===== src/rtl/sync_down_counter.sv =====
// ----------------------------------------------------------------------------
// sync_down_counter
// Loadable synchronous down counter with one-shot and auto-reload modes.
// A load starts a count from load_val; the counter steps down on each enabled
// cycle and pulses tc for one cycle when q goes from 1 to 0. In one-shot mode
// the FSM then parks in DONE. In auto-reload mode it reloads the last loaded
// value on the next enabled cycle.
//
// Ports
//   clk      : clock, all state updates on rising edge
//   rst_n    : asynchronous active-low reset
//   load     : load request (top priority)
//   load_val : start / reload value, captured when load=1
//   en       : count enable (ignored outside RUN)
//   mode     : 0 = one-shot, 1 = auto-reload, sampled every cycle
//   q        : current count (registered)
//   tc       : terminal-count pulse (registered)
//   busy     : high while in RUN
//   done     : high while in DONE
// ----------------------------------------------------------------------------
module sync_down_counter #(
   parameter int unsigned WIDTH = 4
) (
   input  logic             clk,
   input  logic             rst_n,
   input  logic             load,
   input  logic [WIDTH-1:0] load_val,
   input  logic             en,
   input  logic             mode,
   output logic [WIDTH-1:0] q,
   output logic             tc,
   output logic             busy,
   output logic             done
);

   typedef enum logic [1:0] {
      ST_IDLE = 2'd0,
      ST_RUN  = 2'd1,
      ST_DONE = 2'd2
   } state_e;

   state_e           state_q, state_d;
   logic [WIDTH-1:0] count_q, count_d;
   logic [WIDTH-1:0] reload_q, reload_d;
   logic             tc_q, tc_d;

   // State, count, reload value and tc registers
   always_ff @(posedge clk or negedge rst_n) begin
      if (!rst_n) begin
         state_q  <= ST_IDLE;
         count_q  <= '0;
         reload_q <= '0;
         tc_q     <= 1'b0;
      end else begin
         state_q  <= state_d;
         count_q  <= count_d;
         reload_q <= reload_d;
         tc_q     <= tc_d;
      end
   end

   // Next-state logic; load overrides everything, tc defaults low
   always_comb begin
      state_d  = state_q;
      count_d  = count_q;
      reload_d = reload_q;
      tc_d     = 1'b0;

      if (load) begin
         count_d  = load_val;
         reload_d = load_val;
         // A zero load has nothing to count, so it parks in IDLE
         state_d  = (load_val != '0) ? ST_RUN : ST_IDLE;
      end else begin
         case (state_q)
            ST_RUN: begin
               if (en) begin
                  if (count_q > WIDTH'(1)) begin
                     count_d = count_q - WIDTH'(1);
                  end else if (count_q == WIDTH'(1)) begin
                     count_d = '0;
                     tc_d    = 1'b1;
                     state_d = mode ? ST_RUN : ST_DONE;
                  end else if (mode) begin
                     // Reload costs one enabled cycle at zero: period = reload+1
                     count_d = reload_q;
                  end else begin
                     // Mode dropped to one-shot while sitting at zero
                     state_d = ST_DONE;
                  end
               end
            end
            ST_IDLE, ST_DONE: begin
               state_d = state_q;
            end
            default: begin
               state_d = ST_IDLE;
               count_d = '0;
            end
         endcase
      end
   end

   assign q    = count_q;
   assign tc   = tc_q;
   assign busy = (state_q == ST_RUN);
   assign done = (state_q == ST_DONE);

endmodule


===== config.mk =====
export PLATFORM = sky130hd
export DESIGN_NAME = sync_down_counter
export DESIGN_NICKNAME = d
export VERILOG_FILES = /design/src/rtl/sync_down_counter.sv
export SDC_FILE = /design/constraint.sdc
export NUM_CORES = 1
export LEC_CHECK = 0
export BUFFER_PORTS_ARGS = -buffer_cell sky130_fd_sc_hd__buf_2
export CAP_MARGIN = 20
export CORE_MARGIN = 2
export CORE_UTILIZATION = 49
export DETAILED_ROUTE_END_ITERATION = 10
export HOLD_SLACK_MARGIN = 0.06
export PLACE_DENSITY = 0.77
export SYNTH_ARGS = -nofsm -noshare
export SYNTH_HDL_FRONTEND = slang
export SYNTH_SLANG_ARGS = --single-unit

===== constraint.sdc =====
create_clock -name clk -period 1.7 [get_ports clk]
set_input_delay 0.34 -clock clk [delete_from_list [all_inputs] [get_ports clk]]
set_output_delay 0.34 -clock clk [all_outputs]
set_load 0.01 [all_outputs]

=== After elaboration in Yosys (flattened, before gate mapping) ===
Index checks and enable logic that the tools add are counted.

* Register bits: 11
* Latch bits: 0
* Bits in writable memories: 0
* Bits in read-only memories: 0
* Input bits: 9
* Output and inout port bits: 7
* Word-level logic and storage cells: 38
* Memories: 0

* Add/sub/neg operators: 1
* Multipliers: 0
* Div/mod/pow operators: 0
* Magnitude comparators: 1
* Equal/unequal tests: 8
* Shift-type cells: 0
* Multiplexer cells: 19
* Bitwise gates (word level): 0
* Reductions and logical operators: 5

{| class="wikitable"
|+ Operators with widths
! cell !! count
|-
| $mux W4 || 5
|-
| $mux W2 || 6
|-
| $pmux W4 S2 || 1
|-
| $mux W1 || 6
|-
| $ne A3 B3 Y1 const B || 2
|-
| $ne A5 B3 Y1 const B || 1
|-
| $eq A4 B1 Y1 const B || 1
|-
| $gt A4 B1 Y1 const B || 1
|-
| $ne A4 B3 Y1 const B || 1
|-
| $pmux W2 S2 || 1
|-
| $reduce_and A4 Y1 || 1
|-
| $reduce_bool A4 Y1 || 1
|-
| $sub A4 B1 Y4 const B || 1
|-
| $reduce_and A3 Y1 || 1
|-
| $eq A2 B1 Y1 const B || 1
|-
| $eq A2 B2 Y1 const B || 1
|-
| $logic_not A2 Y1 || 1
|-
| $ne A2 B2 Y1 const B || 1
|-
| $reduce_or A2 Y1 || 1
|}

=== Logic depth before layout (Yosys ltp) ===
Gate-level depths: netlist (run 1).

* Depth after elaboration: 6
* Depth in mapped cells: 6

=== Worst setup path after synthesis (run 1) ===
Ideal clock, no wire load.

* Path type: reg2reg
* Start: register count_q[0] (netlist: q[0])
* End: register count_q[3] (netlist: q[3])
* Library setup time: 0.120 ns
* Arrival: 1.489 ns
* Data required time: 1.580 ns
* Slack: 0.091 ns
* Stages on the path, launching flop included: 7
* Buffers on the path: 0
* Cell sequence: dfrtp_1 inv_1 ha_1 nor4b_4 a211oi_4 o21ai_1 a31o_1

* Longest elaborated chain between the ends: 6
* Elaborated cells on any way between the ends: 10
* Those cells by class: 1 x add/sub; 1 x order compare; 2 x eq/ne; 5 x mux; 1 x reduce/logical

{| class="wikitable"
|+ Ends and longest elaborated chain
! item !! line !! source
|-
| from (decl) || 43 || <nowiki>logic [WIDTH-1:0] count_q, count_d;</nowiki>
|-
| from (signal assigned) || 56 || <nowiki>count_q <= count_d;</nowiki>
|-
| branches (longest 6 deep; another with $sub A4 B1 Y4) || n/a ||
|}

Several ways; the timed one is not identified. The select of a mux whose other input is x is not followed.
A chain may end at the register's enable or synchronous reset.

=== Worst setup path in the final report (run 1) ===
Ends and elaborated chain as after synthesis.

==> metrics.md, run 1 <==
| Metric | Value |
|---|---|
| Yosys synthesis warning count | 0 |
| Detail Placement HPWL | 1050 µm |
| Share of the clock period used by the worst path after layout | 0.976 |
| Fin crit period | 1660 ps |
| Effective utilization at floorplan | 0.509 |
| Routed Antenna Nets | 0 |
| Fin Setup TNS | 0 ps |
| Worst Hold Depth | 2 |
| Global router's overall resource usage | 0.220 |
| Routability Congestion | 0.885 |
| Share of layout cells above drive strength 1 | 0.341 |
| Final Hold Slack | 342 ps |
| Clk buf depth | 2 |
| Hold Fails Final Rpt | 0 |
| Terminus of the critical flop-to-flop path | q[3] |
| TritonCTS clock tree | built |
| Max VDD drop | 0.514 mV |
| Most used flip-flop cell after synthesis | dfrtp_1 |
| Die Span Y | 40.1 µm |
| Count of routing violations after the opening detailed-route iteration | 7 |
| Run status | finished clean |
| Mux cell area share after synthesis | 0.0353 |
| Wire length of the first global-routing pass | 2260 µm |
| Cell leakage power | 0.000381 µW |
| Overall overflow remaining after global route | 0 |
| Flops & latches, synth | 11 |
| Slew at the pin closest to its max-slew limit | 353 ps |
| Max-Cap Viols | 0 |
| Highest-delay cell along the critical path | dfrtp_2 |
| Area fraction of the dominant cell type after synthesis | 0.431 |
| Slack of the worst reg-to-reg path | 40 ps |
| Site Rows | 13 |
| Antenna violations before repair | 0 |
| Delay of the slowest cell on the worst path | 450 ps |
| Number of nets in the synthesized netlist | 75 |
| Routed wire length | 1470 µm |
| CTS H-Tree Depth | 1 |
| NumNets Final | 100 |
| Count of buffers inserted at the top-level ports | 15 |
| Path category of the worst min-delay check | in2reg |
| Post-Syn Instances | 64 |
| Critical path startpoint category | flip-flop |
| R2R Path Start | q[0] |
| Adder-cell area share of the yosys netlist | 0.0392 |
| Post-synthesis cell area | 638 µm² |
| Post-synthesis share of cell area spent on and, or, nand and nor gates | 0.233 |
| First-pass detailed-route iteration total | 4 |
| Fraction of synthesized cell area in xor and xnor cells | 0 |
| Power per cell area | 978 nW/µm² |
| Number of I/O pins | 16 |
| Final setup violation count | 0 |
| Destination of the critical timing path | q[3] |
| Most repeated cell in the gate-level netlist after synthesis | dfrtp_1 |
| Worst-Skew Late Latency | 270 ps |
| Number of enable-type register cells in the synthesized netlist | 0 |
| Series of cell instances along the critical path | ha_2 -> nor4b_4 -> a211oi_4 -> buf_4 -> a31o_1 |
| Cells on worst reg2reg path | 5 |
| Worst-case headroom to the max-slew limit | 0.761 |
| Library cell used as clock root buffer | clkbuf_4 |
| TritonCTS sink count | 11 |
| Sequential element share of the synthesized area | 0.431 |
| DRC violation count after routing | 0 |
| Cell types occupying the most area after synthesis | dfrtp_1, a21oi_1, ha_1, nor4b_4, mux2_2 |
| Die area | 1610 µm² |
| CTS buffer count | 3 |
| Number of slew-limit violations in the final report | 0 |
| Distinct cell type count of the synthesized netlist | 28 |
| Category of the worst setup path capture point | flip-flop |
| Dominant combinational cell family by area after synthesis | simple AND/OR/NAND/NOR gates |
| List of most frequent post-synthesis cells | dfrtp_1, nor2_1, a21oi_1, inv_1, o21ai_0 |
| Diodes inserted | 0 |
| Worst-path clk slew | 70 ps |
| CP arrival | 1810 ps |
| Placed standard-cell area | 749 µm² |
| Maximum number of pins on one net before global-route repair | 16 |
| Data required time at the worst endpoint | 1850 ps |
| Ys async rst share | 1.00 |
| Total number of vias | 567 |
| Cell taking the most area after synthesis | dfrtp_1 |
| Post-Layout Inst Area | 812 µm² |
| WS Path Type | reg2reg |
| FMAX | 603 MHz |
| Placeable core region | 1250 µm² |
| Synth-to-Final Area Change | 27.3% |
| Die W | 40.1 µm |
| Critical Path Start | q[0] |
| Vias per cell | 5.50 |
| Critical path peak fanout | 7 |
| Largest clock skew in the final design | 3.94 ps |
| Via count of the first global-routing pass | 512 |
| Fill count | 112 |
| Mean Syn Cell Area | 9.97 µm² |
| Average routed wire per standard cell | 14.2 µm |
| Area fraction in compound gates after synthesis | 0.224 |
-- flip-flops by register name (all words and copies together), names as in the netlist --
name and count:
tc 1, reload_q 4, state_q 2, q 4
-- worst min path at each step --
| stage | startpoint | end | slack [ps] |
|---|---|---|---|
| after floorplan | rst_n | q[0] | 40 |
| after global placement | rst_n | q[2] | 220 |
| after detailed placement | rst_n | tc | 230 |
| after CTS | load_val[1] | reload_q[1] | 330 |
| after global routing | load_val[0] | reload_q[0] | 340 |
| final | load_val[1] | reload_q[1] | 340 |
-- what timing repair did --
| item | 4_1_cts | 5_1_grt |
|---|---|---|
| hold buffers | 1 | 0 |
| gates resized for setup | 1 | 2 |
| setup endpoints to repair | 1 | 3 |
| endpoints found under the hold margin | 11 | 0 |
| buffers inserted | 2 | 0 |
| pin swaps | 1 | 1 |
-- power breakdown --
group | total [µW] | switching [µW] | internal, µW
combinational | 273 | 142 | 132
clock | 182 | 91.1 | 90.8
sequential | 339 | 43.4 | 295
total | 794 | 276 | 518
-- cell families after synthesis --
| family | after synthesis |
|---|---|
| multiplexers | 2 |
| buffers and inverters | 6 |
| adder cells (fa/ha/maj) | 2 |
| AO/OA/AOI/OAI | 20 |
| AND/OR/NAND/NOR | 23 |
| flip-flops | 11 |
-- cell type report --
type | count | area (µm²) | area share
Tap cell | 15 | 18.8 | 0.0231
Sequential cell | 11 | 277 | 0.341
Multi-Input combinational cell | 47 | 349 | 0.430
Timing Repair Buffer | 21 | 123 | 0.151
Clock buffer | 4 | 26.3 | 0.0324
Inverter | 5 | 18.8 | 0.0231
-- cells in the final DEF (no fill, tap or decap), types with 2 or more instances in the layout --
cell / n
inv_1: 5
a221oi_1: 2
dfrtp_1: 10
nand2_1: 2
clkbuf_4: 3
o21ai_0: 4
nor3_1: 3
a211oi_1: 2
buf_4: 5
mux2_2: 2
nand2b_1: 2
nor2b_1: 2
a21oi_1: 5
nor2_1: 6
buf_2: 15
-- worst max-delay path: cells and delay by family (launching register included) --
kind | cells | cell delay (ps)
DFF | 1 | 450
buffers and inverters | 1 | 160
adders and majority gates | 1 | 240
AOI/OAI and AO/OA | 2 | 330
and+or+nand+nor | 1 | 360
-- metal layers --
layer	wire (µm)	up-vias	global-route usage
met5	0	-	0
met4	6	0	0.0776
met3	69	2	0.0500
met2	737	15	0.383
met1	652	262	0.261
li1	-	288	-
-- stage by stage --
stage | setup WS, ps | utilization | power (µW) | std cells
2_1_floorplan | 91.5 | - | 496 | 64
6_report | 40.8 | 0.648 | 794 | 103
4_1_cts | 34.7 | 0.645 | 797 | 103
3_3_place_gp | 52.8 | 0.598 | 585 | 96
3_5_place_dp | -13.1 | 0.598 | 593 | 96
5_1_grt | -9.14 | 0.648 | 841 | 103
Note: power is estimated with default switching activity, not from simulation.
==> run 2, diff against run 1 <==
Settings changed: CELL_PAD_IN_SITES_DETAIL_PLACEMENT set to 1, CELL_PAD_IN_SITES_GLOBAL_PLACEMENT set to 1, CORE_UTILIZATION 49 to 37, CTS_CLUSTER_SIZE set to 40.
==> run 2 against run 1 <==
Fmax up 2.6%. Critical path type unchanged. Cell count up 1.9%. Total power up 1.4%. Largest power group unchanged.
==> metrics.md, run 2 (same netlist as run 1, synthesis figures left out) <==
| Metric | Value |
|---|---|
| Total number of vias | 581 (was 567) |
| Final Hold Slack | 320 ps (was 342 ps) |
| Share of layout cells above drive strength 1 | 0.341 (unchanged) |
| Routability Congestion | 0.775 (was 0.885) |
| Fin Setup TNS | 0 ps (unchanged) |
| Placeable core region | 1670 µm² (was 1250 µm²) |
| Hold Fails Final Rpt | 0 (unchanged) |
| Library cell used as clock root buffer | clkbuf_4 (unchanged) |
| Vias per cell | 5.53 (was 5.50) |
| Average routed wire per standard cell | 14.9 µm (was 14.2 µm) |
| Slew at the pin closest to its max-slew limit | 465 ps (was 353 ps) |
| Clk buf depth | 2 (unchanged) |
| Data required time at the worst endpoint | 1860 ps (was 1850 ps) |
| Run status | finished clean (unchanged) |
| Routed wire length | 1570 µm (was 1470 µm) |
| Site Rows | 15 (was 13) |
| Cell leakage power | 0.000377 µW (was 0.000381 µW) |
| Antenna violations before repair | 0 (unchanged) |
| NumNets Final | 100 (unchanged) |
| Detail Placement HPWL | 1150 µm (was 1050 µm) |
| Worst Hold Depth | 3 (was 2) |
| Number of I/O pins | 16 (unchanged) |
| TritonCTS sink count | 11 (unchanged) |
| Terminus of the critical flop-to-flop path | q[3] (unchanged) |
| Number of slew-limit violations in the final report | 0 (unchanged) |
| Count of routing violations after the opening detailed-route iteration | 5 (was 7) |
| Endpoint of the worst hold path | reload_q[2] (was reload_q[1]) |
| TritonCTS clock tree | built (unchanged) |
| Worst-case headroom to the max-slew limit | 0.689 (was 0.761) |
| Critical path startpoint category | flip-flop (unchanged) |
| First-pass detailed-route iteration total | 4 (unchanged) |
| Overall overflow remaining after global route | 0 (unchanged) |
| CP arrival | 1780 ps (was 1810 ps) |
| Path category of the worst min-delay check | in2reg (unchanged) |
| Wire length of the first global-routing pass | 2520 µm (was 2260 µm) |
| Category of the worst setup path capture point | flip-flop (unchanged) |
| CTS H-Tree Depth | 1 (unchanged) |
| Routed Antenna Nets | 0 (unchanged) |
| Max VDD drop | 0.460 mV (was 0.514 mV) |
| Worst-path clk slew | 80 ps (was 70 ps) |
| Die area | 2070 µm² (was 1610 µm²) |
| Die W | 45.5 µm (was 40.1 µm) |
| DRC violation count after routing | 0 (unchanged) |
| Die Span Y | 45.5 µm (was 40.1 µm) |
| Global router's overall resource usage | 0.177 (was 0.220) |
| Power per cell area | 993 nW/µm² (was 978 nW/µm²) |
| Largest clock skew in the final design | 0.370 ps (was 3.94 ps) |
| FMAX | 618 MHz (was 603 MHz) |
| Cells on worst reg2reg path | 6 (was 5) |
| Maximum number of pins on one net before global-route repair | 16 (unchanged) |
| Fin crit period | 1620 ps (was 1660 ps) |
| Critical path peak fanout | 5 (was 7) |
| Worst-Skew Late Latency | 270 ps (about the same) |
| Via count of the first global-routing pass | 555 (was 512) |
| WS Path Type | reg2reg (unchanged) |
| Hold Crit Start | load_val[2] (was load_val[1]) |
| Effective utilization at floorplan | 0.382 (was 0.509) |
| Count of buffers inserted at the top-level ports | 15 (unchanged) |
| Final setup violation count | 0 (unchanged) |
| Max-Cap Viols | 0 (unchanged) |
| Most frequent cells in the layout | buf_2, dfrtp_1, nor2_1 (unchanged) |
| Synth-to-Final Area Change | 27.1% (was 27.3%) |
| Slack of the worst reg-to-reg path | 80 ps (was 40 ps) |
| Share of the clock period used by the worst path after layout | 0.951 (was 0.976) |
| Most common cell after layout, fill and taps aside | buf_2 (unchanged) |
| CTS buffer count | 3 (unchanged) |
| R2R Path Start | q[1] (was q[0]) |
| Diodes inserted | 0 (unchanged) |
## run 2: routing by layer
layer,routed length [µm],global-route usage
met3,49,0.0595
met2,747,0.270
met5,0,0
met4,0,0.0706
met1,770,0.228
## run 2: report_power, final
group,internal (µW),leakage [µW],total (µW),switching [µW]
registers,294,0.000134,335,41.1
clock network,90.8,0.0000150,187,95.7
logic,138,0.000228,283,145
## run 2: through the flow
stage / total power (µW) / std cells / instance area, µm² / utilization / setup slack, ps
after floorplan: 496 / 64 / 638 / - / 91.5
after global placement: 583 / 96 / 737 / 0.441 / 18.0
after detailed placement: 590 / 96 / 737 / 0.441 / -44.7
after CTS: 792 / 103 / 791 / 0.473 / 12.4
after global routing: 864 / 105 / 811 / 0.485 / -19.0
final: 805 / 105 / 811 / 0.485 / 83.1
## run 2: cell type report
class	instances	area, µm²
Clock buffer	4	26.3
Fill cell	202	860
Inverter	5	18.8
Multi-Input combinational cell	47	347
Sequential cell	11	275
Tap cell	17	21.3
Timing Repair Buffer	21	123
## run 2: worst max path at each step
stage | startpoint | to | slack (ps) | cells past startpoint
after floorplan | q[0] | q[3] | 90 | 6
after global placement | q[0] | q[3] | 20 | 6
after detailed placement | q[1] | q[3] | -40 | 6
after CTS | q[1] | q[3] | 10 | 6
after global routing | q[1] | q[3] | -20 | 6
final | q[1] | q[3] | 80 | 6
## run 2: critical path: stages (launching register included)
cell	delay, ps
dfrtp_1	380
inv_1	70
ha_2	220
nor4b_4	370
a211oi_4	120
buf_4	160
a31o_1	200
## run 2: what timing repair did
action | 4_1_cts | 5_1_grt
pin swaps | 1 | 1
endpoints found under the hold margin | 11 | 0
setup endpoints to repair | 1 | 4
resized for setup | 1 | 2
hold buffers | 1 | 0
setup buffers | 2 | 2
==> run 3, diff against run 2 <==
Settings changed: GPL_TIMING_DRIVEN set to 0, SETUP_SLACK_MARGIN set to 0.1.
==> run 3 against run 2 <==
Clock power is essentially flat. Critical path depth is the same. Combinational power grew 20%. Sequential share of layout area shrank 2.2 points. Highest routed layer is now met4.
==> metrics.md, run 3 (same netlist as run 1, synthesis figures left out) <==
| Metric | Value |
|---|---|
| Clk buf depth | 2 (unchanged) |
| WS Path Type | reg2reg (unchanged) |
| Library cell used as clock root buffer | clkbuf_4 (unchanged) |
| Path category of the worst min-delay check | in2reg (unchanged) |
| Slew at the pin closest to its max-slew limit | 424 ps (was 465 ps) |
| CP arrival | 1750 ps (was 1780 ps) |
| Area of the multi-input gates | 389 µm² (was 347 µm²) |
| NumNets Final | 102 (was 100) |
| Most common cell after layout, fill and taps aside | buf_2 (unchanged) |
| Die Span Y | 45.5 µm (unchanged) |
| Final Hold Slack | 325 ps (was 320 ps) |
| Effective utilization at floorplan | 0.382 (unchanged) |
| Largest clock skew in the final design | 2.60 ps (was 0.370 ps) |
| Synth-to-Final Area Change | 36.5% (was 27.1%) |
| Hold Fails Final Rpt | 0 (unchanged) |
| Most frequent cells in the layout | buf_2, dfrtp_1, a21oi_1, buf_4 (was buf_2, dfrtp_1, nor2_1) |
| TritonCTS clock tree | built (unchanged) |
| RSZ-0062 raised after global routing | yes |
| Die W | 45.5 µm (unchanged) |
| Diodes inserted | 0 (unchanged) |
| Delay of the slowest cell on the worst path | 420 ps (was 380 ps) |
| CTS buffer count | 3 (unchanged) |
| Run status | finished clean (unchanged) |
| Wire length of the first global-routing pass | 2970 µm (was 2520 µm) |
| Highest-delay cell along the critical path | dfrtp_2 (was dfrtp_1) |
| Cell leakage power | 0.000393 µW (was 0.000377 µW) |
| Maximum number of pins on one net before global-route repair | 12 (was 16) |
| Placed standard-cell area | 738 µm² (was 737 µm²) |
| Data required time at the worst endpoint | 1870 ps (was 1860 ps) |
| Placeable core region | 1670 µm² (unchanged) |
| Category of the worst setup path capture point | flip-flop (unchanged) |
| Overall overflow remaining after global route | 0 (unchanged) |
| Worst-Skew Late Latency | 280 ps (was 270 ps) |
| Die area | 2070 µm² (unchanged) |
| Seq. cell area | 277 µm² (was 275 µm²) |
| Critical path startpoint category | flip-flop (unchanged) |
| Site Rows | 15 (unchanged) |
| Series of cell instances along the critical path | inv_2 -> ha_4 -> nor4b_4 -> a211oi_4 -> o21ai_1 -> a31o_1 (was inv_1 -> ha_2 -> nor4b_4 -> a211oi_4 -> buf_4 -> a31o_1) |
| Crit path buf inv count | 1 (was 2) |
| Max VDD drop | 0.423 mV (was 0.460 mV) |
| Post-Layout Inst Area | 871 µm² (was 811 µm²) |
| Worst-path clk slew | 70 ps (was 80 ps) |
| Fill count | 197 (was 202) |
| DRC violation count after routing | 0 (unchanged) |
| TritonCTS sink count | 11 (unchanged) |
| FMAX | 633 MHz (was 618 MHz) |
| CTS H-Tree Depth | 1 (unchanged) |
| Count of routing violations after the opening detailed-route iteration | 4 (was 5) |
| Power per cell area | 1010 nW/µm² (was 993 nW/µm²) |
| Routed Antenna Nets | 0 (unchanged) |
| Vias per cell | 5.73 (was 5.53) |
| Routability Congestion | 0.740 (was 0.775) |
| Fin crit period | 1580 ps (was 1620 ps) |
| First-pass detailed-route iteration total | 3 (was 4) |
| Detail Placement HPWL | 1180 µm (was 1150 µm) |
| Global router's overall resource usage | 0.210 (was 0.177) |
| Category of cells accounting for the largest share of critical-path delay | compound AO/OA/AOI/OAI gates (was flip-flops) |
| Routed wire length | 1800 µm (was 1570 µm) |
| Share of the clock period used by the worst path after layout | 0.929 (was 0.951) |
| Count of buffers inserted at the top-level ports | 15 (unchanged) |
| Critical path peak fanout | 6 (was 5) |
| Number of I/O pins | 16 (unchanged) |
| Max-Cap Viols | 0 (unchanged) |
| Number of slew-limit violations in the final report | 0 (unchanged) |
| Antenna violations before repair | 0 (unchanged) |
| Total number of vias | 613 (was 581) |
| Average routed wire per standard cell | 16.9 µm (was 14.9 µm) |
| Final setup violation count | 0 (unchanged) |
| Overall power after layout | 876 µW (was 805 µW) |
| Share of layout cells above drive strength 1 | 0.433 (was 0.341) |
| Worst-case headroom to the max-slew limit | 0.717 (was 0.689) |
| Via count of the first global-routing pass | 615 (was 555) |
==> run 3: tightest hold or removal path: cells and delay by family <==
family | cells | cell delay [ps]
compound gates | 1 | 70
buf+inv | 1 | 100
simple gates | 1 | 60
==> run 3: layout make-up <==
| cell class | instances | area share |
|---|---|---|
| buffer | 1 | 0.00575 |
| clock buffer | 4 | 0.0302 |
| inverter | 5 | 0.0216 |
| multi-input combinational | 47 | 0.447 |
| sequential | 11 | 0.318 |
| tap | 17 | 0.0244 |
| timing repair buffer | 22 | 0.154 |
==> run 3: metrics by stage <==
step	worst slack, ps	setup TNS (ps)	instances	utilization
floorplan	138	0	64	-
global placement	14.9	0	96	0.442
detailed placement	-25.4	-25.4	96	0.442
CTS	94.4	0	106	0.500
global route	26.0	0	107	0.521
finish	121	0	107	0.521
==> run 3: final timing paths <==
path | cells past startpoint | endpoint | slack, ps | start
max in group asynchronous | 2 | q[0] | 1010 | rst_n
hold / removal | 3 | reload_q[2] | 330 | load_val[2]
setup / recovery | 6 | q[3] | 120 | q[0]
min in group asynchronous | 2 | tc | 460 | rst_n
hold reg to reg | 1 | reload_q[1] | 520 | reload_q[1]
setup reg to reg | 6 | q[3] | 120 | q[0]
==> run 3: repair_timing <==
item                       in CTS  in global routing
buffers inserted                5                  1
hold endpoints to repair       11                  0
setup endpoints to repair       5                  4
hold buffers                    1                  0
gates resized for setup         3                  9
pin swaps                       2                  2
==> run 3: routing by layer <==
| metal | vias up | wire length [µm] | GRT usage |
|---|---|---|---|
| li1 | 288 | - | - |
| met2 | 12 | 876 | 0.338 |
| met4 | 0 | 42 | 0.124 |
| met3 | 5 | 53 | 0.0357 |
| met5 | - | 0 | 0 |
| met1 | 308 | 831 | 0.261 |
==> run 3: where the power goes <==
group	internal (µW)	switching, µW
registers	295	51.3
logic	165	177
clock network	91.2	96.3
total	551	324
